[config.mk]
export PLATFORM = sky130hd
export DESIGN_NAME = add_pipe
export DESIGN_NICKNAME = d
export VERILOG_FILES = /design/src/rtl/alu_pkg.sv /design/src/rtl/add_slice.sv /design/src/rtl/fulladder.sv /design/src/rtl/add_pipe.sv
export SDC_FILE = /design/constraint.sdc
export NUM_CORES = 1
export LEC_CHECK = 0
export BUFFER_PORTS_ARGS = -buffer_cell sky130_fd_sc_hd__clkbuf_2
export CORE_MARGIN = 2
export CORE_UTILIZATION = 52
export DETAILED_ROUTE_END_ITERATION = 6
export PLACE_DENSITY = 0.79
export SLEW_MARGIN = 5
export SYNTH_ARGS = -nofsm -noshare
export SYNTH_HDL_FRONTEND = slang
export SYNTH_SLANG_ARGS = --single-unit
export TNS_END_PERCENT = 30
[constraint.sdc]
create_clock -name clk_i -period 9.8 [get_ports clk_i]
set_input_delay 2.94 -clock clk_i [delete_from_list [all_inputs] [get_ports clk_i]]
set_output_delay 2.94 -clock clk_i [all_outputs]
set_load 0.02 [all_outputs]
[src/rtl/alu_pkg.sv]
// alu_pkg: operation encoding, flag bundle and operand-conditioning helpers for add_pipe.
package alu_pkg;
    typedef enum logic [1:0] {ADD = 2'd0, SUB = 2'd1, ADC = 2'd2, SBB = 2'd3} add_op_e;
    typedef struct packed {
        logic carry;
        logic overflow;
        logic zero;
        logic negative;
    } add_flags_t;
    function automatic logic invert_b(add_op_e op);
        return op[0];
    endfunction
    function automatic logic carry_in(add_op_e op, logic cin);
        return op[1] ? cin ^ op[0] : op[0];
    endfunction
endpackage

[src/rtl/add_slice.sv]
// add_slice: combinational CW-bit ripple chunk adder with MSB carry-in and chunk-zero outputs.
module add_slice #(
    parameter int CW = 8
) (
    input  logic [CW-1:0] a,
    input  logic [CW-1:0] b,
    input  logic          ci,
    output logic [CW-1:0] sum,
    output logic          co,
    output logic          cm,
    output logic          z
);
    logic [CW:0] c;
    assign c[0] = ci;
    for (genvar i = 0; i < CW; i++) begin : g_fa
        fulladder u_fa (.a(a[i]), .b(b[i]), .ci(c[i]), .s(sum[i]), .co(c[i+1]));
    end
    assign co = c[CW];
    assign cm = c[CW-1];
    assign z  = ~|sum;
endmodule

[src/rtl/fulladder.sv]
// fulladder: one-bit full adder cell.
module fulladder (
    input  logic a,
    input  logic b,
    input  logic ci,
    output logic s,
    output logic co
);
    assign s  = a ^ b ^ ci;
    assign co = (a & b) | (ci & (a ^ b));
endmodule

[src/rtl/add_pipe.sv]
// add_pipe: STAGES-deep pipelined add/subtract, one CW-bit chunk per stage, valid/ready with backpressure.
module add_pipe
    import alu_pkg::*;
#(
    parameter int WIDTH  = 32,
    parameter int STAGES = 4
) (
    input  logic             clk_i,
    input  logic             rst_ni,
    input  logic             in_valid_i,
    output logic             in_ready_o,
    input  add_op_e          op_i,
    input  logic             cin_i,
    input  logic [WIDTH-1:0] a_i,
    input  logic [WIDTH-1:0] b_i,
    output logic             out_valid_o,
    input  logic             out_ready_i,
    output logic [WIDTH-1:0] result_o,
    output add_flags_t       flags_o
);
    localparam int CW = WIDTH / STAGES;

    if (STAGES < 1 || WIDTH % STAGES != 0) begin : g_bad_params
        $error("add_pipe: WIDTH must be a positive multiple of STAGES");
    end

    logic             en;
    logic             v_q [STAGES];
    logic [WIDTH-1:0] a_q [STAGES];
    logic [WIDTH-1:0] b_q [STAGES];
    logic             c_q [STAGES];
    logic             z_q [STAGES];
    logic             ov_q;
    logic             v_in [STAGES];
    logic [WIDTH-1:0] a_in [STAGES];
    logic [WIDTH-1:0] b_in [STAGES];
    logic             c_in [STAGES];
    logic             z_in [STAGES];
    logic [CW-1:0]    sum [STAGES];
    logic             co [STAGES];
    logic             cm [STAGES];
    logic             zc [STAGES];

    assign en          = ~v_q[STAGES-1] | out_ready_i;
    assign in_ready_o  = en & rst_ni;
    assign out_valid_o = v_q[STAGES-1];
    assign result_o    = a_q[STAGES-1];
    assign flags_o     = {c_q[STAGES-1], ov_q, z_q[STAGES-1], a_q[STAGES-1][WIDTH-1]};

    // a/b words rotate right one chunk per stage so the live chunk is always the low one;
    // finished sums enter at the top, leaving the full result in order after the last stage.
    always_comb begin
        v_in[0] = in_valid_i;
        a_in[0] = a_i;
        b_in[0] = invert_b(op_i) ? ~b_i : b_i;
        c_in[0] = carry_in(op_i, cin_i);
        z_in[0] = 1'b1;
        for (int k = 1; k < STAGES; k++) begin
            v_in[k] = v_q[k-1];
            a_in[k] = a_q[k-1];
            b_in[k] = b_q[k-1];
            c_in[k] = c_q[k-1];
            z_in[k] = z_q[k-1];
        end
    end

    for (genvar i = 0; i < STAGES; i++) begin : g_stage
        add_slice #(.CW(CW)) u_slice (
            .a  (a_in[i][CW-1:0]),
            .b  (b_in[i][CW-1:0]),
            .ci (c_in[i]),
            .sum(sum[i]),
            .co (co[i]),
            .cm (cm[i]),
            .z  (zc[i])
        );
    end

    always_ff @(posedge clk_i) begin
        if (!rst_ni) begin
            for (int k = 0; k < STAGES; k++) begin
                v_q[k] <= 1'b0;
                a_q[k] <= '0;
                b_q[k] <= '0;
                c_q[k] <= 1'b0;
                z_q[k] <= 1'b0;
            end
            ov_q <= 1'b0;
        end else if (en) begin
            for (int k = 0; k < STAGES; k++) begin
                v_q[k] <= v_in[k];
                a_q[k] <= (WIDTH'(sum[k]) << (WIDTH - CW)) | (a_in[k] >> CW);
                b_q[k] <= b_in[k] >> CW;
                c_q[k] <= co[k];
                z_q[k] <= z_in[k] & zc[k];
            end
            ov_q <= co[STAGES-1] ^ cm[STAGES-1];
        end
    end
endmodule

==> reports/summary.txt <==
Mapped Area - 0.008279 sq mm
register area share after synthesis - 68.43%
Mapped Nets - 656
Die Footprint - 0.01695 sq mm
Area contributors post-synth - edfxtp_1 (68%), and3_1 (11%), fa_1 (7.7%)
vias - 4,339
cell taking the most area after synthesis - edfxtp_1
row count - 46
Final Net Count - 744
CTS Buffer Depth - 2
post-synth top area share - 68.19%
crit-path max cell delay - 0.84 ns
CP Buf/Inv Count - 3
Core Util, Final - 59.95%
Post-Route Setup TNS - 0 ns
library cells used by synthesis - 27
Post-CTS Setup Bufs - 0
Ant. Diodes - 0
Startpoint Class - input pin
Post-DP HPWL - 8.296 mm
final wirelength - 13.13 mm
EDFF count, synth - 188
Lkg Pwr - 4.366 nW
Worst Path Arrival - 4.27 ns
Syn Area/Cell - 14.97 sq um
DRT iter0 DRCs - 419
Worst Path Required - 6.86 ns
Finish-stage setup viols - 0
Die Y - 130.2 um
clock sinks - 189
peak supply drop - 0.1341 mV
clock buffer count from CTS - 17
post-route ant nets - 0
CP delay by family, top - simple AND/OR/NAND/NOR gates
Crit path top cell by count - clkbuf_2
vias in the first global route - 4,203
number of remaining DRC errors - 0
YS warnings - 0
CTS tree - built
most frequent cells after synthesis - edfxtp_1 (188), and3_1 (142), inv_1 (48)
drt pass-1 iters - 4
RSZ-0062 raised after global routing - no
most frequent cell after synthesis - edfxtp_1
period utilisation layout - 73.60%
max-slew violations - 0
CTS root buffer - clkbuf_16
initial antenna violation count - 0
H-tree Lvls - 4
critical path's slowest cell - nand2b_4
buffers added on ports - 108
Tot GR Track Use - 16.47%
Max Fanout on Critical Path - 143
IO Count - 109
wire per inst - 15.09 um
hold-fix buffer count after cts - 0
Critical Path End Type - output port
max_cap viols - 0
worst-skew pair later-pin latency - 0.43 ns
max frequency - 138.6 MHz
Worst-Margin Slew - 1.130 ns
Syn Inst Count - 553
largest net degree at the start of global routing - 190
outcome - finished clean
Final Hold Fails - 0
worst path cell trace - clkbuf_2, nand2b_4, nand2_2, inv_1, clkbuf_2
layout cell share with drive strength beyond 1 - 22.48%
minimum clock period - 7.213 ns
ys flop type - edfxtp_1
global placer's final weighted congestion - 0.7274
Area growth syn-to-layout - 13.78%
Yosys reg bits - 189
Final Skew - 0.009931 ns
vias per std cell - 4.987
first-pass GRT wire length - 21.20 mm
core area - 0.01571 sq mm
max_slew headroom - 24.70%
FFs w/ async S/R, synth - 0%
cts repair resizes - 0
Initial Utilization - 52.69%
pwr/cell area - 189.0 mW/mm^2
GRT overflow - 0
Reg clk slew, reported paths - 0.06 ns
Die Wd - 130.2 um
Crit Path Category - in -> out
HP Class - reg -> reg
logic make-up after synthesis:
family / Yosys count / synth area share [%]
xor+xnor: 34 / 3.597
compound gates: 1 / 0.07561
fa+ha+maj: 32 / 7.738
simple gates: 206 / 14.42
buf+inv: 91 / 5.743
flops: 189 / 68.43
cell usage in the layout (no fill, tap or decap), types with 3 or more instances in the layout:
master,count
edfxtp_1,188
and3_1,142
clkbuf_2,107
inv_1,48
nor2_1,45
fa_1,32
xnor2_1,28
clkbuf_16,17
xor2_1,6
nand2_1,5
clkinvlp_4,4
buf_4,4
clkinv_2,3
clkinv_4,3
through the flow:
stage / instances / cell area [sq um] / worst slack (ns) / power [mW] / hold slack (ns)
global placement: 838 / 8847 / 2.637 / 1.132 / 0.4678
finish: 870 / 9420 / 2.588 / 1.781 / 0.4917
CTS: 870 / 9420 / 2.575 / 1.794 / 0.4914
detailed placement: 838 / 8847 / 2.490 / 1.142 / 0.4894
floorplan: 553 / 8279 / 0.5027 / 1.092 / 0.4514
global route: 870 / 9420 / 2.414 / 1.849 / 0.5413
registers in the layout, summed over array words and instances (netlist names):
name / flops
ov_q: 1
z_q: 4
b_q: 48
c_q: 4
a_q: 128
v_q: 4
per-layer routing:
layer	vias up	wire [um]	GRT usage (%)
li1	2116	-	-
met4	0	224	5.946
met1	2045	6108	24.07
met5	-	0	0
met2	157	5890	23.90
met3	21	907	4.674
final timing paths:
path               start  slack [ns]          to  cells after the start
max reg2reg    c_q[0][0]        5.47   z_q[0][1]                     13
max          out_ready_i        2.59  in_ready_o                      5
min                 ov_q        0.49        ov_q                      2
min reg2reg         ov_q        0.49        ov_q                      2
power by group:
part	internal, mW	leakage, nW	total (mW)	switching, mW
clock network	0.373	0.270	0.658	0.285
logic	0.0678	1.85	0.153	0.0853
registers	0.953	2.24	0.969	0.0167
total	1.39	4.37	1.78	0.387
layout make-up:
class	instances	area, sq um
flip-flops and latches	189	5665
repair buffers	112	585.6
clock inverters	15	147.6
inverters	48	180.2
well taps	216	270.3
clock buffers	17	425.4
multi-input cells	273	2146
fillers	1216	6292
worst register-to-register path, delay by kind of cell (launching register included):
kind	cells	cell delay (ns)
simple gates	2	0.39
buf+inv	3	0.24
flops	1	0.37
fa+ha+maj	8	3.16
(Power assumes the default switching activity.)
